`src/rtl/stopwatch_counter.sv`:
```
// Stopwatch timekeeping stage: MM:SS BCD count (00:00..59:59) with run/pause
// control and a 2 Hz adjust mode that steps either the seconds or the minutes.
// Optional build macro STOPWATCH_SATURATE_EN: hold at 59:59 and pause instead
// of wrapping to 00:00 during normal counting.
module stopwatch_counter #(
  parameter int unsigned SEC_DIV = 100000000,
  parameter int unsigned ADJ_DIV = 50000000
) (
  input  logic       clk,
  input  logic       rst,
  input  logic       pause,
  input  logic       adj,
  input  logic       sel,
  output logic [2:0] m10,
  output logic [3:0] m1,
  output logic [2:0] s10,
  output logic [3:0] s1,
  output logic       running
);

  localparam int unsigned SEC_W = (SEC_DIV > 1) ? $clog2(SEC_DIV) : 1;
  localparam int unsigned ADJ_W = (ADJ_DIV > 1) ? $clog2(ADJ_DIV) : 1;
  localparam logic [SEC_W-1:0] SEC_LAST = SEC_W'(SEC_DIV - 1);
  localparam logic [ADJ_W-1:0] ADJ_LAST = ADJ_W'(ADJ_DIV - 1);

  typedef enum logic [0:0] {
    RUN    = 1'b0,
    PAUSED = 1'b1
  } state_t;

  state_t           state;
  state_t           state_next;
  logic [SEC_W-1:0] sec_cnt;
  logic [ADJ_W-1:0] adj_cnt;
  logic             count_en_c;
  logic             sec_tick_c;
  logic             adj_tick_c;
  logic             at_max_c;
  logic [2:0]       m10_next;
  logic [3:0]       m1_next;
  logic [2:0]       s10_next;
  logic [3:0]       s1_next;

  assign count_en_c = (state == RUN) && !adj;
  assign sec_tick_c = count_en_c && (sec_cnt == SEC_LAST);
  assign adj_tick_c = adj && (adj_cnt == ADJ_LAST);
  assign at_max_c   = (m10 == 3'd5) && (m1 == 4'd9) && (s10 == 3'd5) && (s1 == 4'd9);

  // Run/pause state register; running mirrors the state it is entering.
  always_ff @(posedge clk) begin
    if (rst) begin
      state   <= RUN;
      running <= 1'b1;
    end else begin
      state   <= state_next;
      running <= (state_next == RUN);
    end
  end

  // Next state: pause pulse toggles regardless of adj; optional saturation stop.
  always_comb begin
    state_next = state;
    if (pause) begin
      state_next = (state == RUN) ? PAUSED : RUN;
    end
`ifdef STOPWATCH_SATURATE_EN
    if (sec_tick_c && at_max_c) begin
      state_next = PAUSED;
    end
`endif
  end

  // 1 Hz prescaler: advances only while counting, otherwise holds its value.
  always_ff @(posedge clk) begin
    if (rst) begin
      sec_cnt <= '0;
    end else if (count_en_c) begin
      sec_cnt <= sec_tick_c ? '0 : sec_cnt + SEC_W'(1);
    end
  end

  // 2 Hz adjust prescaler: runs while adj is high, cleared while it is low.
  always_ff @(posedge clk) begin
    if (rst || !adj) begin
      adj_cnt <= '0;
    end else begin
      adj_cnt <= adj_tick_c ? '0 : adj_cnt + ADJ_W'(1);
    end
  end

  // Next digit values: adjust steps one field mod 60, counting carries through all four.
  always_comb begin
    m10_next = m10;
    m1_next  = m1;
    s10_next = s10;
    s1_next  = s1;
    if (adj_tick_c) begin
      if (sel) begin
        if (s1 == 4'd9) begin
          s1_next  = 4'd0;
          s10_next = (s10 == 3'd5) ? 3'd0 : s10 + 3'd1;
        end else begin
          s1_next = s1 + 4'd1;
        end
      end else begin
        if (m1 == 4'd9) begin
          m1_next  = 4'd0;
          m10_next = (m10 == 3'd5) ? 3'd0 : m10 + 3'd1;
        end else begin
          m1_next = m1 + 4'd1;
        end
      end
    end else if (sec_tick_c) begin
`ifdef STOPWATCH_SATURATE_EN
      if (!at_max_c) begin
`else
      begin
`endif
        if (s1 != 4'd9) begin
          s1_next = s1 + 4'd1;
        end else begin
          s1_next = 4'd0;
          if (s10 != 3'd5) begin
            s10_next = s10 + 3'd1;
          end else begin
            s10_next = 3'd0;
            if (m1 != 4'd9) begin
              m1_next = m1 + 4'd1;
            end else begin
              m1_next  = 4'd0;
              m10_next = (m10 == 3'd5) ? 3'd0 : m10 + 3'd1;
            end
          end
        end
      end
    end
  end

  // Digit registers.
  always_ff @(posedge clk) begin
    if (rst) begin
      m10 <= 3'd0;
      m1  <= 4'd0;
      s10 <= 3'd0;
      s1  <= 4'd0;
    end else begin
      m10 <= m10_next;
      m1  <= m1_next;
      s10 <= s10_next;
      s1  <= s1_next;
    end
  end

endmodule

```
`config.mk`:
```
export PLATFORM = sky130hd
export DESIGN_NAME = stopwatch_counter
export DESIGN_NICKNAME = d
export VERILOG_FILES = /design/src/rtl/stopwatch_counter.sv
export SDC_FILE = /design/constraint.sdc
export NUM_CORES = 1
export LEC_CHECK = 0
export ABC_AREA = 1
export CAP_MARGIN = 40
export CORE_UTILIZATION = 50
export DETAILED_ROUTE_END_ITERATION = 12
export DONT_BUFFER_PORTS = 1
export PLACE_DENSITY = 0.74
export SYNTH_ARGS = -nofsm -noshare
export SYNTH_HDL_FRONTEND = slang
export SYNTH_SLANG_ARGS = --single-unit
export TNS_END_PERCENT = 5
```
`constraint.sdc`:
```
create_clock -name clk -period 3.29 [get_ports clk]
set_input_delay 0.658 -clock clk [delete_from_list [all_inputs] [get_ports clk]]
set_output_delay 0.658 -clock clk [all_outputs]
set_load 0.05 [all_outputs]
```
# After elaboration in Yosys (flattened, before gate mapping)
# Index checks and enable logic that the tools add are counted.
# op_classes
n_reduce_logical	11
eq_ne	16
n_mux	30
add_sub_neg	6
n_bitwise	2
# ops
op	n
2-to-1 mux 4 bit	12
2-to-1 mux 3 bit	15
adder 27 x 1 -> 27 bit, second input constant	1
equality test 27 bit, second input constant	1
2-to-1 mux 27 bit	1
adder 26 x 1 -> 26 bit, second input constant	1
equality test 26 bit, second input constant	1
inequality test 2 bit, second input constant	5
adder 4 x 1 -> 4 bit, second input constant	2
equality test 4 bit, second input constant	2
inequality test 4 bit, second input constant	2
AND reduction 4 bit	2
adder 3 x 1 -> 3 bit, second input constant	2
equality test 3 bit, second input constant	2
AND reduction 6 bit	1
inequality test 2 x 1 -> 1 bit, second input constant	2
logical AND 1 bit	3
inequality test 3 bit, second input constant	1
2-to-1 mux 1 bit	2
NOT 1 bit	2
AND reduction 2 bit	1
nonzero test 2 bit	1
OR reduction 2 bit	1
logical NOT 1 bit	1
logical OR 1 bit	1
# word_totals
reg_bits	69
out_inout_bits	15
in_bits	5
word_cells	73

# Depth between registers and ports, before layout
# depth
depth_word	7
mapped_depth	12
mapped_depth_nobuf	12

# Worst setup path after synthesis
# No wires, ideal clock.
# synth_path
path_kind	register -> register
startpoint	register s1[0]
endpoint	register m1[0]
setup_time_ns	0.117
stages_incl_launch_ff	11
t_required_ns	3.173
n_path_buf	0
period_less_slack_ns	1.928
t_arrival_ns	1.811
path_slack_ns	1.362
cell_sequence	dfxtp_1 ha_1 nand2_1 nor2_1 nand3_1 nor2_1 nand3_1 nand2_4 o21ai_0 o21ai_0 nor2_1
# synth_between
elab_chain_len	3
# synth_rtl
element	line_no	text
from (decl)	17	output logic [3:0] s1,
from (signal assigned)	150	s1 <= s1_next;
inequality test 4 bit	119	if (s1 != 4'd9) begin
inequality test 2 bit (no source line)	--	
AND reduction 4 bit (no source line)	--	
to (signal assigned)	148	m1 <= m1_next;
to (decl)	15	output logic [3:0] m1,
# No other way between the ends.
# A chain may end at the register's enable or synchronous reset.

# Final worst setup path
# layout_path
startpoint	register s1[0]
endpoint	register m10[2]
# layout_between
elab_chain_len	3
# layout_rtl
element	line_no	text
inequality test 4 bit	119	
inequality test 2 bit (no source line)	--	
AND reduction 6 bit (no source line)	--	
to (signal assigned)	147	m10 <= m10_next;
to (decl)	14	output logic [2:0] m10,
# No other way between the ends.

==> qor.yml <==
status: "finished clean"
crit_path_frequent_cell: "nor2_1"
rr_worst_depth: 10
final_area_mm2: 0.00408
diodes: 0
fp-row-count: 31
swShare_pct: 21.6
antenna_left: 0
gp_congestion: 0.955
worst_path_max_delay_cell: "dfxtp_1"
hold_slack_ns: 0.367
arrival_ns: 2.41
post-route-period-util_pct: 65.6
grt-ovfl-total: 0
yosys_warnings: 0
power_frac_seq_pct: 51.2
grt_usage_pct: 21.4
ir_worst_vdd_mv: 0.218
syn_area_mm2: 0.00377
grt_pass1_vias: 3030
p_comb_share_pct: 2.0
synth_fp_nets: 572
synth-edff-count: 0
grt_antenna_before_repair: 0
synth_area_leaders: "dfxtp_1 37%, nand2_1 12%, nor2_1 9.6%"
synth_top_area_share_pct: 36.6
drt-total-wl_mm: 7.96
p_clk_share_pct: 46.8
synth_ff_type: "dfxtp_1"
leakage_nw: 1.48
core_area_mm2: 0.00725
cts_hold_buf: 0
crit_chain: "ha_1, nand2_1, nor2_1, nand3_1, nor2_1, nand3_1, nand2_4, nand2_4, a21oi_1, nor2_1"
cts_tree: "yes"
switching_power_w: 0.000359
avgSynthCellArea_um2: 6.72
cts_root_buf: "clkbuf_8"
nets: 579
grt_max_degree: 16
via_per_inst: 5.11
cp_num_cells: 10
synth_top_cell_by_area: "dfxtp_1"
htree_num_levels: 3
setup-violations-final: 0
ios: 20
postSynth.asyncResetShare_pct: 0
slowest_delay_ns: 0.71
cts.sinks: 69
avgRoutedWirePerCell_um: 11.8
drtIter0Drc: 158
fp.dieArea_mm2: 0.00789
cap_violations: 0
hold_viol_final: 0
fmax_ghz: 0.463
yosysSeqAreaShare_pct: 36.6
clk_latency_ns: 0.35
layout-area-overhead-vs-synth_pct: 8.30
min_period_ns: 2.16
drv_slew: 0
path_buf_inv: 0
dr_total_vias: 3433
placed_cell_area_mm2: 0.00386
cts_buffer_depth: 2
hold_path_class: "in -> reg"
start_util_pct: 52.0
post_cts_buffers: 0
clk_pin_slew_worst_paths_ns: 0.08
ys_types: 37
cts.repair.resized: 0
worst_slack_ns: 1.13
die_h_um: 88.8
power.density_mw_per_mm2: 406
cts-buffers-inserted: 9
drc: 0
start_kind: "flop"
required_ns: 3.54
rsz0062_at_grt: "no"
skew_ns: 0.00844
crit_fanout: 10
die_w_um: 88.8
fin_setup_tns_ns: 0
hpwl_mm: 6.10
p_int_w: 0.00130
fin_cells: 672
synthCells: 561
io_buffers: 0
drive_gt1_share_pct: 9.08
min_path_cells: 1
ys_ff_latch: 69
grt_pass1_wl_mm: 13.1
worstMarginPinSlew_ns: 0.659
dp.cells: 656
crit_type: "reg -> reg"
dr.pass1.iters: 5
relSlewSlack_pct: 56.0
worstSetupEndpointType: "flop"
cpLargestDelayFamily: "simple AND/OR/NAND/NOR gates"
dp_slack_ns: 1.15
cell families after synthesis:
logic type,after synthesis,synth area share [%]
AND/OR/NAND/NOR,338,41.5
AO/OA/AOI/OAI,53,7.67
adder cells (fa/ha/maj),6,1.99
flip-flops,69,36.6
buffers and inverters,80,8.76
XOR/XNOR,15,3.48
final cells by class:
cell class / count / area [um2]
clock inverter: 5 / 83.8
timing repair buffer: 2 / 15.0
fill: 704 / 3170
inverter: 74 / 279
tap: 99 / 124
clock buffer: 11 / 141
sequential: 69 / 1380
multi-input combinational: 412 / 2060
cell usage after synthesis (4+ instances only):
cell	n
nor2_1	96
inv_2	4
nand4_1	11
a21oi_1	31
nor2_4	4
nor3_2	5
nand3_1	46
nand2_2	6
xnor2_1	5
o21ai_0	12
ha_1	6
xor2_1	10
nor3_1	23
dfxtp_1	69
inv_1	69
or2_2	5
nand2_1	125
layout by cell type (no fill, tap or decap), types with 2 or more instances in the layout:
cell type   synthesis  final
nand2_1           125    125
or2_0               2      2
inv_2               4      4
nor3_2              5      5
clkinvlp_4          0      2
or2_2               5      5
a31oi_1             2      2
o21ai_0            12     12
xnor2_1             5      5
a211oi_1            2      2
xor2_1             10     10
inv_1              69     69
ha_1                6      6
nand4_1            11     11
nor3_1             23     23
nand3_2             2      2
buf_4               0      2
nand3_1            46     46
nand2_4             2      2
nor2_1             96     96
nand2_2             6      6
nor2_2              3      3
nor2_4              4      4
bufinv_16           0      2
dfxtp_1            69     69
clkbuf_8            1     10
nand3b_1            3      3
o21a_1              2      2
nor4_1              2      2
a21oi_1            31     31
worst paths after layout:
| path | start | to | slack, ns |
|---|---|---|---|
| min reg2reg | adj_cnt[21] | adj_cnt[21] | 0.48 |
| max | s1[0] | m10[2] | 1.13 |
| min | rst | sec_cnt[4] | 0.37 |
| max reg2reg | s1[0] | m10[2] | 1.13 |
layer usage:
layer  track usage (%)  routed length (um)  part of all wire, %
met1              27.6                3840                   48
met2              34.2                3660                   46
met3              6.16                 353                  4.4
met4              7.62                 106                  1.3
met5                 0                   0                    0
metrics by stage:
stage | total power (W) | util (%)
after global routing | 0.00172 | 56.3
final | 0.00166 | 56.3
after CTS | 0.00168 | 56.3
after detailed placement | 0.000901 | 53.2
after global placement | 0.000901 | 53.2
after floorplan | 0.000895 | -
registers in the layout (all words and copies together) (netlist names):
register and flops:
s1 4, m10 3, sec_cnt 27, state 1, s10 3, running 1, m1 4, adj_cnt 26
power groups by stage:
stage | Clock, W | Combinational (W) | Sequential, W
floorplan | 0 | 0.0000288 | 0.000867
global placement | 0 | 0.0000333 | 0.000868
detailed placement | 0 | 0.0000334 | 0.000868
CTS | 0.000794 | 0.0000337 | 0.000848
global route | 0.000829 | 0.0000386 | 0.000849
finish | 0.000775 | 0.0000337 | 0.000848
worst reg2reg max path, delay by kind of cell, from the launching register on:
| family | cells | cell delay [ns] |
|---|---|---|
| AOI/OAI and AO/OA | 1 | 0.14 |
| adders and majority gates | 1 | 0.24 |
| DFF | 1 | 0.71 |
| and+or+nand+nor | 8 | 0.96 |
No activity file was read; power rests on OpenSTA's default activity.
==> edit 1, RTL diff (config.mk and constraints unchanged) <==
Register the inputs `pause`, `adj` and `sel` before use. The logic sees them one clock later.
--- a/src/rtl/stopwatch_counter.sv
+++ b/src/rtl/stopwatch_counter.sv
@@ -28,6 +28,16 @@
     PAUSED = 1'b1
   } state_t;
 
+  logic pause_q;
+  logic adj_q;
+  logic sel_q;
+
+  always_ff @(posedge clk) begin
+    pause_q <= pause;
+    adj_q   <= adj;
+    sel_q   <= sel;
+  end
+
   state_t           state;
   state_t           state_next;
   logic [SEC_W-1:0] sec_cnt;
@@ -41,9 +51,9 @@
   logic [2:0]       s10_next;
   logic [3:0]       s1_next;
 
-  assign count_en_c = (state == RUN) && !adj;
+  assign count_en_c = (state == RUN) && !adj_q;
   assign sec_tick_c = count_en_c && (sec_cnt == SEC_LAST);
-  assign adj_tick_c = adj && (adj_cnt == ADJ_LAST);
+  assign adj_tick_c = adj_q && (adj_cnt == ADJ_LAST);
   assign at_max_c   = (m10 == 3'd5) && (m1 == 4'd9) && (s10 == 3'd5) && (s1 == 4'd9);
 
   // Run/pause state register; running mirrors the state it is entering.
@@ -60,7 +70,7 @@
   // Next state: pause pulse toggles regardless of adj; optional saturation stop.
   always_comb begin
     state_next = state;
-    if (pause) begin
+    if (pause_q) begin
       state_next = (state == RUN) ? PAUSED : RUN;
     end
 `ifdef STOPWATCH_SATURATE_EN
@@ -81,7 +91,7 @@
 
   // 2 Hz adjust prescaler: runs while adj is high, cleared while it is low.
   always_ff @(posedge clk) begin
-    if (rst || !adj) begin
+    if (rst || !adj_q) begin
       adj_cnt <= '0;
     end else begin
       adj_cnt <= adj_tick_c ? '0 : adj_cnt + ADJ_W'(1);
@@ -95,7 +105,7 @@
     s10_next = s10;
     s1_next  = s1;
     if (adj_tick_c) begin
-      if (sel) begin
+      if (sel_q) begin
         if (s1 == 4'd9) begin
           s1_next  = 4'd0;
           s10_next = (s10 == 3'd5) ? 3'd0 : s10 + 3'd1;
Formal check against the unedited RTL: not equivalent (a bounded check fails within 4 cycles, from zero or initial values and one cycle with rst high).
==> edit 1 against the original RTL <==
Wire length rose by 1.4%; non-clock buffer count decreased by 1; count of clock-buffer cells in the layout fell by 1; area after synthesis is 1.6% higher; maximum frequency decreased by 0.50%; die area rose by 1.6%; final area rose by 1.2%; synthesized cell count increased by 0.53%; worst setup slack lost 0.011 ns; sequential cell count grew 3; power is 2.9% higher; critical path type unchanged; largest power group unchanged.
==> edit 1: results (changes against the original RTL) <==
[outcome]
status = finished, final reports clean

[logic_synthesis]
ys_seq_area_frac = 0.376  ; +0.00994
synthArstFlopShare = 0  ; unchanged
synth_area_leaders = dfxtp_1 (38%), nand2_1 (12%), nor2_1 (9.4%), inv_1 (6.8%), nand3_1 (6.0%)
synth_commonest_cells = nand2_1 (125), nor2_1 (96), dfxtp_1 (72)
ys_types = 37  ; unchanged
ys.flop_type = dfxtp_1
syn-mean-instance-area_um2 = 6.79  ; +1.1%
yosysWarnings = 0  ; unchanged

[grt]
antenna_found_initial = 0  ; unchanged
grt_max_degree = 20  ; +4
use_met3 = 0.0425  ; -0.0191
gr-usage-all-layers = 0.222  ; +0.00808
grt_pass1_wl_mm = 13.6  ; +3.9%
grt_pass1_vias = 3083  ; +1.7%
use_met2 = 0.364  ; +0.0217
grtUsageMet1 = 0.282  ; +0.00599

[pwr]
ir_drop_mv = 0.293  ; +35%
power_leakage_nw = 1.49  ; +1.2%
power.net_switching_mw = 0.387  ; +7.9%

[clock_tree]
numCtsBuffers = 9  ; unchanged
postCtsSetupRepairBufs = 0  ; unchanged
clockBufferDepth = 2  ; unchanged
cts_max_level = 3  ; unchanged
clkTransAtPathRegs_ns = 0.08  ; about the same
cts_resized = 0  ; unchanged

[worst_setup_path]
slowest_stage = nand3_1
reg2reg_depth = 9  ; -1
crit_start = adj_cnt[0]$_SDFF_PP0_
r2r-end = adj_cnt[13]$_SDFF_PP0_
cp_top_family = simple AND/OR/NAND/NOR gates
path_max_fanout = 19  ; +9
critPathArrivalTime_ns = 2.45  ; +0.04 ns
cp_slowest_stage_delay_ns = 0.47  ; -0.24 ns
critPathKind = register to register

[placed_design]
dpl.cell_count = 658  ; +0.30%
dp_hpwl_mm = 6.15  ; +0.91%
gp_congestion = 0.959  ; +0.41%
dpl_cell_area_um2 = 3910  ; +1.4%
dp_slack_ns = 1.03  ; -0.115 ns

[drt]
viasPerCell = 5.15  ; +0.89%
first_pass_iters = 4  ; -1
top_layer = met4
met3_length_um = 297  ; -16%
met1_length_mm = 3.82  ; -0.44%
wl_per_cell_um = 12.0  ; +1.1%
via_count = 3474  ; +1.2%
wl_met2_mm = 3.77  ; +3.1%
first_iter_violations = 166  ; +5.1%

[sta]
post-route-worst-setup-slack_ns = 1.12  ; -0.0110 ns
worst_slew_pin_slew_ns = 0.692  ; +0.0326 ns
skew_ns = 0.0114  ; +0.00297 ns

[final_layout]
drive_above_1_share = 0.0887  ; -0.00205
fin_nets = 581  ; +0.35%
diodes = 0  ; unchanged
fillers = 703  ; -0.14%
reg_top3 = sec_cnt (27), adj_cnt (26)

[hold_path]
hold_path_depth = 0  ; -1
hold_path_class = input port to register

[edit 1: cell types whose count changed after synthesis]
cell	change
dfxtp_1	+3
[edit 1: final cells by class]
cell class / count / area [µm²] / share of cell area
Clock buffer: 10 / 128 / 0.0309
Timing Repair Buffer: 1 / 7.51 / 0.00182
Inverter: 74 / 279 / 0.0676
Multi-Input combinational cell: 412 / 2060 / 0.498
Sequential cell: 72 / 1440 / 0.349
Clock inverter: 6 / 92.6 / 0.0224
Tap cell: 99 / 124 / 0.0300
[edit 1: how the worst min path moves through the flow]
stage / startpoint / endpoint / slack (ns)
2_1_floorplan: adj_cnt[0]$_SDFF_PP0_ / adj_cnt[0]$_SDFF_PP0_ / 0.44
3_3_place_gp: adj_cnt[0]$_SDFF_PP0_ / adj_cnt[0]$_SDFF_PP0_ / 0.46
3_5_place_dp: adj_cnt[21]$_SDFF_PP0_ / adj_cnt[21]$_SDFF_PP0_ / 0.47
4_1_cts: pause / pause_q$_DFF_P_ / 0.31
5_1_grt: pause / pause_q$_DFF_P_ / 0.30
6_report: pause / pause_q$_DFF_P_ / 0.32
[edit 1: cells by family (layout without fill, tap and decap cells)]
kind of cell,Yosys count,after routing,synth area share
compound gates,53,53,0.0755
fa+ha+maj,6,6,0.0196
buf+inv,80,91,0.0862
simple gates,338,338,0.408
xor+xnor,15,15,0.0343
flops,72,72,0.376
[edit 1: power by group through the flow]
stage                     combinational, mW  clock [mW]  sequential [mW]
after global routing                 0.0366       0.836            0.889
after detailed placement             0.0326           0            0.908
final                                0.0321       0.785            0.888
after CTS                            0.0326       0.798            0.888
after floorplan                      0.0287           0            0.907
after global placement               0.0327           0            0.908
==> edit 2, RTL diff (same settings) <==
Without the edit above. The option `STOPWATCH_SATURATE_EN` is turned on by a define.
--- a/src/rtl/stopwatch_counter.sv
+++ b/src/rtl/stopwatch_counter.sv
@@ -2,6 +2,8 @@
 // control and a 2 Hz adjust mode that steps either the seconds or the minutes.
 // Optional build macro STOPWATCH_SATURATE_EN: hold at 59:59 and pause instead
 // of wrapping to 00:00 during normal counting.
+`define STOPWATCH_SATURATE_EN
+
 module stopwatch_counter #(
   parameter int unsigned SEC_DIV = 100000000,
   parameter int unsigned ADJ_DIV = 50000000
Behaviour: no difference found for any inputs over 10 cycles, from zero or initial values and one cycle with rst high; that may be too few to reach the edited logic, so the function may still have changed.
==> edit 2 against the original RTL <==
Largest cell class unchanged; area after synthesis up 4.6%; power grew 2.1%; worst hold slack worse by 0.0074 ns; sequential cell count stayed put; wire length increased by 3.0%; largest power group unchanged; final area up 4.5%; count of clock-buffer cells in the layout stayed put; worst setup slack got worse by 0.057 ns.
==> edit 2: results (changes against the original RTL) <==
[sta]
skew_ns = 0.00778  ; -0.000665 ns
max_slew_margin = 0.555  ; -0.00530
max_freq_mhz = 451  ; -2.6%

[hold_path]
hold_path_depth = 1  ; unchanged
hold_end = sec_cnt[19]$_SDFFE_PP0P_

[logic_synthesis]
ys_types = 43  ; +16%
synth_commonest_cells = nand2_1 (140), nor2_1 (92), inv_1 (81)
synth_area_leaders = dfxtp_1 (35%), nand2_1 (13%), nor2_1 (8.8%), inv_1 (7.7%), nand3_1 (4.7%)
synth_fp_nets = 607  ; +6.1%
ys.flop_type = dfxtp_1

[grt]
grt_pass1_vias = 3373  ; +11%
grt_pass1_wl_mm = 14.2  ; +8.5%
gr-usage-all-layers = 0.211  ; -0.00280
grt_max_degree = 27  ; +11

[final_layout]
drive_above_1_share = 0.0988  ; +0.00810
fillers = 781  ; +11%
fin_nets = 613  ; +5.9%
diodes = 0  ; unchanged

[placed_design]
gp_congestion = 0.932  ; -2.4%

[worst_setup_path]
cp_slowest_stage_delay_ns = 0.69  ; -0.02 ns
critPathArrivalTime_ns = 2.51  ; +0.10 ns
reg2reg_depth = 11  ; +1
path_max_fanout = 15  ; +5
r2r_slack_ns = 1.07  ; -0.06 ns

[drt]
first_iter_violations = 185  ; +17%
wl_per_cell_um = 11.6  ; -2.3%
viasPerCell = 5.11  ; about the same

[clock_tree]
clockBufferDepth = 2  ; unchanged

[pwr]
power_leakage_nw = 1.66  ; +13%
ir_drop_mv = 0.249  ; +15%

[outcome]
status = finished, final reports clean

edit 2: cell types whose count changed after synthesis, sizes merged, moves of 4 or more:
cell   delta
nand2    +19
inv      +14
o21ai    +11
nand3     -6
xor2      -6
or2       -5
nor3b     +4
edit 2: cells by family after synthesis:
| family | share of synthesized area |
|---|---|
| flip-flops | 0.350 |
| AO/OA/AOI/OAI | 0.0958 |
| XOR/XNOR | 0.0133 |
| adder cells (fa/ha/maj) | 0.0190 |
| AND/OR/NAND/NOR | 0.426 |
| buffers and inverters | 0.0952 |
edit 2: through the flow:
step	area, µm²	hold WS, ns	power (mW)	std cells
6_report	4270	0.360	1.69	709
5_1_grt	4270	0.341	1.76	709
4_1_cts	4270	0.349	1.71	709
3_5_place_dp	4030	0.436	0.912	693
3_3_place_gp	4030	0.430	0.911	693
2_1_floorplan	3940	0.418	0.904	596
edit 2: critical path, delay by kind of cell (launching register included):
family,cells,cell delay [ns]
buffers and inverters,1,0.12
AND/OR/NAND/NOR,9,1.11
flip-flops,1,0.69
adder cells (fa/ha/maj),1,0.22
edit 2: layout make-up:
type	instances	area [µm²]	area share
clock buffers	11	151	0.0355
clock inverters	5	82.6	0.0194
inverters	88	330	0.0774
multi-input cells	433	2190	0.512
flip-flops and latches	69	1380	0.324
well taps	102	128	0.0299
repair buffers	1	7.51	0.00176
edit 2: power by group:
part | switching [mW] | internal (mW)
logic | 0.0306 | 0.0120
registers | 0.00915 | 0.841
clock network | 0.331 | 0.469
edit 2: metal layers:
| metal | GRT usage | part of all wire | vias to the layer above |
|---|---|---|---|
| li1 | - | - | 1926 |
| met1 | 0.256 | 0.48 | 1637 |
| met2 | 0.358 | 0.47 | 51 |
| met3 | 0.0564 | 0.043 | 9 |
| met4 | 0.0780 | 0.015 | 0 |
| met5 | 0 | 0 | - |
